## src/rtl/sram_arbiter.sv

```systemverilog
// sram_arbiter: shares one single-ported SRAM between two req/ack masters.
// Each granted request runs IDLE -> ACCESS -> COMPLETE. sram_en is low for
// exactly the ACCESS cycle. ack pulses and read data is captured in COMPLETE.
//
// Ports:
//   clk, reset            rising-edge clock, synchronous active-high reset
//   mX_req/we/addr/wdata  request from master X (0 = control unit, 1 = secondary)
//   mX_ack, mX_rdata      one-cycle completion pulse, registered read data
//   sram_en, write_en     SRAM controls (active-low enable; 0 = write, 1 = read)
//   sram_addr/wdata/rdata SRAM address, write data and read data
//   busy, gnt_id          access in flight; port owning the current/last access
//
// Build option: define SRAM_ARB_RR_EN for round-robin arbitration on
// contention. When it is undefined, port 0 has fixed priority.
module sram_arbiter #(
  parameter int AW = 8,
  parameter int DW = 16
) (
  input  logic          clk,
  input  logic          reset,
  input  logic          m0_req,
  input  logic          m0_we,
  input  logic [AW-1:0] m0_addr,
  input  logic [DW-1:0] m0_wdata,
  output logic          m0_ack,
  output logic [DW-1:0] m0_rdata,
  input  logic          m1_req,
  input  logic          m1_we,
  input  logic [AW-1:0] m1_addr,
  input  logic [DW-1:0] m1_wdata,
  output logic          m1_ack,
  output logic [DW-1:0] m1_rdata,
  output logic          sram_en,
  output logic          write_en,
  output logic [AW-1:0] sram_addr,
  output logic [DW-1:0] sram_wdata,
  input  logic [DW-1:0] sram_rdata,
  output logic          busy,
  output logic          gnt_id
);

  typedef enum logic [1:0] {IDLE, ACCESS, COMPLETE} state_t;

  state_t        r_state;
  logic          r_sram_en;
  logic          r_write_en;
  logic [AW-1:0] r_sram_addr;
  logic [DW-1:0] r_sram_wdata;
  logic          r_m0_ack;
  logic          r_m1_ack;
  logic [DW-1:0] r_m0_rdata;
  logic [DW-1:0] r_m1_rdata;
  logic          r_busy;
  logic          r_gnt_id;

  logic          w_pick1;
  logic          w_sel_we;
  logic [AW-1:0] w_sel_addr;
  logic [DW-1:0] w_sel_wdata;

`ifdef SRAM_ARB_RR_EN
  // r_last holds the port granted most recently. Its reset value of 1 gives
  // port 0 the first contention after reset.
  logic r_last;
  assign w_pick1 = m1_req & (~m0_req | ~r_last);
`else
  assign w_pick1 = m1_req & ~m0_req;
`endif

  assign w_sel_we    = w_pick1 ? m1_we    : m0_we;
  assign w_sel_addr  = w_pick1 ? m1_addr  : m0_addr;
  assign w_sel_wdata = w_pick1 ? m1_wdata : m0_wdata;

  always_ff @(posedge clk) begin
    if (reset) begin
      r_state      <= IDLE;
      r_sram_en    <= 1'b1;
      r_write_en   <= 1'b1;
      r_sram_addr  <= '0;
      r_sram_wdata <= '0;
      r_m0_ack     <= 1'b0;
      r_m1_ack     <= 1'b0;
      r_m0_rdata   <= '0;
      r_m1_rdata   <= '0;
      r_busy       <= 1'b0;
      r_gnt_id     <= 1'b0;
`ifdef SRAM_ARB_RR_EN
      r_last       <= 1'b1;
`endif
    end else begin
      case (r_state)
        IDLE: begin
          r_m0_ack <= 1'b0;
          r_m1_ack <= 1'b0;
          if (m0_req || m1_req) begin
            r_state      <= ACCESS;
            r_sram_en    <= 1'b0;
            r_write_en   <= ~w_sel_we;
            r_sram_addr  <= w_sel_addr;
            r_sram_wdata <= w_sel_wdata;
            r_gnt_id     <= w_pick1;
            r_busy       <= 1'b1;
`ifdef SRAM_ARB_RR_EN
            r_last       <= w_pick1;
`endif
          end
        end
        ACCESS: begin
          r_state    <= COMPLETE;
          r_sram_en  <= 1'b1;
          r_write_en <= 1'b1;
          // r_write_en still holds the direction of the access that just ran.
          if (r_write_en) begin
            if (r_gnt_id) r_m1_rdata <= sram_rdata;
            else          r_m0_rdata <= sram_rdata;
          end
          r_m0_ack <= ~r_gnt_id;
          r_m1_ack <= r_gnt_id;
        end
        COMPLETE: begin
          r_state  <= IDLE;
          r_m0_ack <= 1'b0;
          r_m1_ack <= 1'b0;
          r_busy   <= 1'b0;
        end
        default: begin
          r_state   <= IDLE;
          r_sram_en <= 1'b1;
          r_busy    <= 1'b0;
        end
      endcase
    end
  end

  assign sram_en    = r_sram_en;
  assign write_en   = r_write_en;
  assign sram_addr  = r_sram_addr;
  assign sram_wdata = r_sram_wdata;
  assign m0_ack     = r_m0_ack;
  assign m1_ack     = r_m1_ack;
  assign m0_rdata   = r_m0_rdata;
  assign m1_rdata   = r_m1_rdata;
  assign busy       = r_busy;
  assign gnt_id     = r_gnt_id;

endmodule

```

## config.mk

```make
export PLATFORM = sky130hd
export DESIGN_NAME = sram_arbiter
export DESIGN_NICKNAME = d
export VERILOG_FILES = /design/src/rtl/sram_arbiter.sv
export SDC_FILE = /design/constraint.sdc
export NUM_CORES = 1
export LEC_CHECK = 0
export CAP_MARGIN = 20
export CORE_MARGIN = 1
export CORE_UTILIZATION = 32
export CTS_BUF_LIST = sky130_fd_sc_hd__clkbuf_16
export CTS_CLUSTER_SIZE = 14
export DETAILED_ROUTE_END_ITERATION = 10
export MAX_ROUTING_LAYER = met4
export PLACE_DENSITY_LB_ADDON = 0.1
export SLEW_MARGIN = 20
export SYNTH_ARGS = -nofsm -noshare
export SYNTH_HDL_FRONTEND = slang
export SYNTH_SLANG_ARGS = --single-unit
```

## constraint.sdc

```tcl
create_clock -name clk -period 1.5 [get_ports clk]
set_input_delay 0.3 -clock clk [delete_from_list [all_inputs] [get_ports clk]]
set_output_delay 0.3 -clock clk [all_outputs]
set_load 0.02 [all_outputs]
```

==> impl_metrics.csv, run 1 <==
group,metric,value,unit
routing,wl_per_cell,13.4,um
critical_path,cp_slowest_cell,"clkdlybuf4s50_1",
synth,yosys.area_share.adder,0,%
synth,netlist_top_cells_count,"nand2_1 (114), dfxtp_1 (64), a21oi_1 (50)",
cells_and_area,multiInputGateArea,1220,um^2
clocking,cts_tree,"built",
timing,worst_pin_slew,400,ps
routing,post-route-drc-count,0,
timing,fin_worst_skew,6.26,ps
cells_and_area,regArea,1280,um^2
critical_path,cp_cell_sequence,"clkdlybuf4s50_1 -> or2_1 -> buf_12 -> a21oi_1 -> a311oi_1",
critical_path,cpLargestDelayFamily,"buffers and inverters",
routing,vias,2595,
synth,synth_top_family_by_area,"compound AO/OA/AOI/OAI gates",
die,start_util,33.2,%
power_and_ir_drop,p_leak,0.00185,uW
cells_and_area,syn_to_final_growth,59.0,%
timing,slew_viol_final,0,
cells_and_area,fillers,813,
synth,seq_area_frac_synth,46.8,%
global_routing,grt_max_degree,28,
global_routing,grt_use_total,18.0,%
synth,syn_area,2740,um^2
power_and_ir_drop,p_int,3720,uW
critical_path,critPathKind,"in2reg",
cells_and_area,drive_gt1_share,12.0,%
timing,rsz0062_at_grt,"false",
power_and_ir_drop,p_clk_share,42.2,%
placement,hpwl,5090,um
global_routing,grt_overflow_total,0,
placement,place_ws,-235,ps
synth,synth_edf_count,0,
routing,antenna_left,0,
power_and_ir_drop,ir_drop,694,uV
cells_and_area,layout.nets,515,
run,max_cap_viol_count,0,
power_and_ir_drop,power,4990,uW
power_and_ir_drop,switching_share,25.4,%
die,die_h,94.5,um
routing,drtPass1Iterations,4,
routing,viasPerCell,4.68,
cells_and_area,insertedDiodeCount,0,
outcome,status,"finished clean",
clocking,cts_sinks,64,
synth,synth_fp_nets,385,
power_and_ir_drop,seqPwrFrac,38.1,%
die,die_w,94.5,um
critical_path,slowest_delay,570,ps
clocking,clkSlewWorstSetupHoldPaths,50,ps
timing,finalWorstSetupSlack,85.5,ps
clocking,clockBufferDepth,2,
timing,finalCritPeriodShare,94.3,%
synth,synth_mux_area_share,0.365,%
critical_path,start_kind,"primary input",
timing,fmax,707,MHz
die,core,8260,um^2
clocking,clkLatencyLatePin,310,ps
synth,synth_most_common_cell,"nand2_1",
global_routing,grt_pass1_vias,2557,
synth,yosysTopAreaCell,"dfxtp_1",
synth,synthXorXnorAreaFrac,0,%
cells_and_area,fin_util,52.8,%
synth,synth.top_cell.area_share,46.8,%
synth,ys_ff_latch,64,
synth,netlist_instances,315,
placement,portBuffers,131,
timing,max-slew-margin-rel,73.3,%
hold_path,hp-class,"in2reg",
global_routing,antenna_found_initial,0,
timing,setup_violations,0,
synth,yosysWarnings,0,
synth,synth_compound_area_share,23.4,%
power_and_ir_drop,combPwrFrac,19.7,%
routing,drt_iter0_drc,42,
synth,synthFlopType,"dfxtp_1",
timing,timing.final.crit_period,1410,ps
synth,synthTopCellsByArea,"dfxtp_1 (47%), nand2_1 (16%), a21oi_1 (9.1%), a311oi_2 (4.9%), a311oi_1 (4.8%)",
power_and_ir_drop,power_density,1140,nW/um^2
critical_path,cp_num_buf_inv,2,
critical_path,end_kind,"flop",
clocking,cts_root_buffer,"clkbuf_16",
global_routing,grt_pass1_wl,12200,um
critical_path,cp_data_arrival_time,1630,ps
clocking,cts_buffers,9,
synth,synthSimpleGateAreaFrac,20.8,%
die,die_area,8940,um^2
clocking,htreeDepth,3,
critical_path,path_max_fanout,19,
timing,finalHoldViolCount,0,
placement,routabilityCongestion,0.752,
clocking,cts-hold-fix-buffers,0,
power_and_ir_drop,power.switching,1270,uW
synth,yosysUniqueCellTypes,31,
die,io_pins,132,
critical_path,worstPathRequired,1710,ps
die,row_count,33,
synth,async_flop_share,0,%
routing,routed_wl,7450,um
synth,avgSynthCellArea,8.70,um^2
timing,tns,0,ps
==> per-layer routing <==
layer | GRT usage, % | routed length, um | share of wire [%]
met5 | - | 0 | 0
met1 | 21.8 | 3360 | 45
met3 | 4.91 | 543 | 7.3
met4 | 5.18 | 48 | 0.64
met2 | 29.3 | 3500 | 47
==> registers in the layout, summed over array words and instances, names as in the netlist <==
register / flops
m0_rdata: 16
m1_rdata: 16
sram_wdata: 16
sram_addr: 8
r_state: 2
busy: 1
gnt_id: 1
m0_ack: 1
m1_ack: 1
sram_en: 1
write_en: 1
==> cell usage in the layout, fill, tap and decap left out, types with 2 or more instances in the layout <==
master / synthesis / layout
bufinv_16: 0 / 2
clkdlybuf4s50_1: 0 / 68
a311oi_2: 9 / 9
a21oi_2: 10 / 10
a21oi_1: 50 / 50
a311oi_1: 15 / 15
dlygate4sd2_1: 0 / 62
inv_1: 1 / 2
clkbuf_16: 0 / 9
nand2b_1: 2 / 2
clkinv_1: 0 / 2
dfxtp_1: 64 / 64
nor2_1: 6 / 6
nand2_1: 114 / 114
buf_12: 0 / 5
buf_4: 7 / 12
==> power groups by stage <==
stage,Clock (uW),Sequential [uW],Combinational [uW]
global placement,0,1930,1070
global route,2240,1910,1080
floorplan,0,2080,416
CTS,2170,1900,995
detailed placement,0,1940,1080
finish,2110,1900,984
==> final timing paths <==
path / slack [ps] / depth (start not counted) / to / start
hold / removal: 340 / 2 / r_state[0] / reset
setup / recovery: 90 / 5 / sram_wdata[5] / m0_req
hold reg to reg: 450 / 2 / m0_rdata[6] / m0_rdata[6]
setup reg to reg: 140 / 4 / sram_wdata[5] / r_state[1]
==> repair_timing <==
item                       4_1_cts  5_1_grt
gates resized for setup         62        1
buffers inserted                 0        0
hold endpoints to repair         0        0
setup endpoints to repair       62       16
==> metrics by stage <==
| step | cells | hold slack [ps] | area, um^2 |
|---|---|---|---|
| floorplan | 315 | 397 | 2740 |
| global placement | 539 | 442 | 4130 |
| detailed placement | 539 | 447 | 4130 |
| CTS | 554 | 343 | 4360 |
| global route | 554 | 357 | 4360 |
| finish | 554 | 344 | 4360 |
==> layout make-up <==
type                    count  area share, %
clock inverters             6           1.75
flip-flops and latches     64           29.4
repair buffers            148           32.6
clock buffers               9           5.17
inverters                   1         0.0861
well taps                 105           3.01
multi-input cells         221           28.0
==> kinds of logic after synthesis <==
logic type,count (synthesis)
flops,64
buf+inv,30
simple gates,131
compound gates,89
mux,1
Power figures use the tool's default switching activity.
==> run 2, diff against run 1 <==
- SKIP_LAST_GASP: default -> 1
==> results of run 2 <==
Final layout, timing and power as in run 1 (identical DEF).
==> run 3, diff against run 2 <==
- HOLD_SLACK_MARGIN: default -> 0.03
- TNS_END_PERCENT: default -> 20
==> impl_metrics.csv, run 3 (synthesis results as in run 1) <==
group,metric,value,unit
timing,slew_viol_final,0,
routing,routed_wl,7480,um
timing,whs,346,ps
die,start_util,33.2,%
timing,fmax,638,MHz
clocking,clkSlewWorstSetupHoldPaths,50,ps
die,row_count,33,
placement,routabilityCongestion,0.752,
power_and_ir_drop,power,5050,uW
routing,drt_iter0_drc,59,
timing,timing.final.crit_period,1570,ps
critical_path,start_kind,"flop",
cells_and_area,insertedDiodeCount,0,
outcome,status,"finished with violations",
critical_path,cpLargestDelayFamily,"buffers and inverters",
critical_path,cp_slowest_cell,"clkdlybuf4s50_1",
critical_path,path_max_fanout,2,
clocking,cts_tree,"built",
critical_path,cp_num_buf_inv,1,
cells_and_area,final_cell_mix,"nand2_1 (114), clkdlybuf4s50_1 (106), dfxtp_1 (64)",
timing,max-slew-margin-rel,72.9,%
critical_path,end_kind,"output pin",
die,die_h,94.5,um
placement,detailed_place.area,4130,um^2
cells_and_area,drive_gt1_share,12.0,%
clocking,cts_buffers,9,
placement,portBuffers,131,
power_and_ir_drop,ir_drop,695,uV
critical_path,worstPathRequired,1200,ps
clocking,cts-hold-fix-buffers,0,
routing,wl_per_cell,13.5,um
global_routing,grt_pass1_wl,12200,um
routing,viasPerCell,4.70,
timing,rsz0062_at_grt,"true",
critical_path,critPathKind,"reg2out",
clocking,clkLatencyLatePin,310,ps
global_routing,antenna_found_initial,0,
timing,finalHoldViolCount,0,
critical_path,slowest_delay,610,ps
routing,vias,2602,
clocking,cts_root_buffer,"clkbuf_16",
routing,antenna_left,0,
global_routing,grt_pass1_vias,2560,
die,die_w,94.5,um
die,core,8260,um^2
cells_and_area,layout.nets,515,
timing,tns,-1560,ps
cells_and_area,fillers,779,
global_routing,grt_overflow_total,0,
clocking,cts_sinks,64,
critical_path,cp_data_arrival_time,1270,ps
clocking,clockBufferDepth,2,
critical_path,cp_cell_sequence,"clkdlybuf4s50_1",
power_and_ir_drop,power_density,1130,nW/um^2
global_routing,grt_use_total,18.0,%
routing,post-route-drc-count,0,
hold_path,hp-class,"in2reg",
cells_and_area,mostFrequentLayoutCell,"nand2_1",
run,max_cap_viol_count,0,
timing,finalCritPeriodShare,104,%
clocking,htreeDepth,3,
power_and_ir_drop,p_leak,0.00183,uW
cells_and_area,design_area,4450,um^2
timing,worst_pin_slew,406,ps
placement,hpwl,5090,um
timing,setup_violations,38,
die,io_pins,132,
timing,fin_worst_skew,6.27,ps
cells_and_area,syn_to_final_growth,62.4,%
timing,finalWorstSetupSlack,-67.0,ps
die,die_area,8940,um^2
outcome,violations,"negative setup slack",
global_routing,grt_max_degree,28,
routing,drtPass1Iterations,4,
run 3: changes by cell type in the layout (fill, tap and decap cells not counted), sizes merged:
| cell | delta |
|---|---|
| dlygate4sd2 | -50 |
| clkdlybuf4s50 | +38 |
| dlymetal6s2s | +12 |
run 3: worst register-to-register path: cells and delay by family (launching register included):
family,cells,cell delay [ps]
buffers and inverters,1,180
DFF,1,350
AOI/OAI and AO/OA,2,410
and+or+nand+nor,1,340
run 3: per-stage QoR:
stage	util (%)	instances	setup WS, ps
after global routing	53.9	554	-95.3
after CTS	53.5	554	-73.9
after global placement	50.1	539	-155
final	53.9	554	-67.0
after detailed placement	50.1	539	-235
after floorplan	-	315	264
run 3: final cells by class:
type	count	area [um^2]	share of cell area, %
Clock buffer	9	225	5.06
Multi-Input combinational cell	221	1220	27.4
Tap cell	105	131	2.95
Sequential cell	64	1280	28.8
Inverter	1	3.75	0.0843
Clock inverter	6	76.3	1.71
Timing Repair Buffer	148	1510	34.0
run 3: path summary, 6_finish.rpt:
path	from	to	slack, ps	depth (start not counted)
min reg2reg	m0_rdata[6]	m0_rdata[6]	450	2
max	sram_addr[2]	sram_addr[2]	-70	1
min	reset	r_state[0]	350	2
max reg2reg	r_state[1]	sram_wdata[5]	130	4
run 3: power breakdown:
group          total [uW]  switching (uW)  internal, uW
clock network        2110             684          1420
logic                1040             515           526
registers            1900            72.2          1830
run 3: what timing repair did:
action                                  CTS  global route
endpoints found under the setup margin   62            66
pin swaps                                 0             0
resized for setup                        12            13
setup buffers                             0             0
run 3: per-layer routing:
layer / global-route usage (%) / vias up / part of all wire, %
li1: - / 1334 / -
met1: 21.6 / 1167 / 45
met2: 29.3 / 94 / 47
met3: 4.91 / 7 / 7.7
met4: 5.18 / 0 / 0.84
met5: - / - / 0
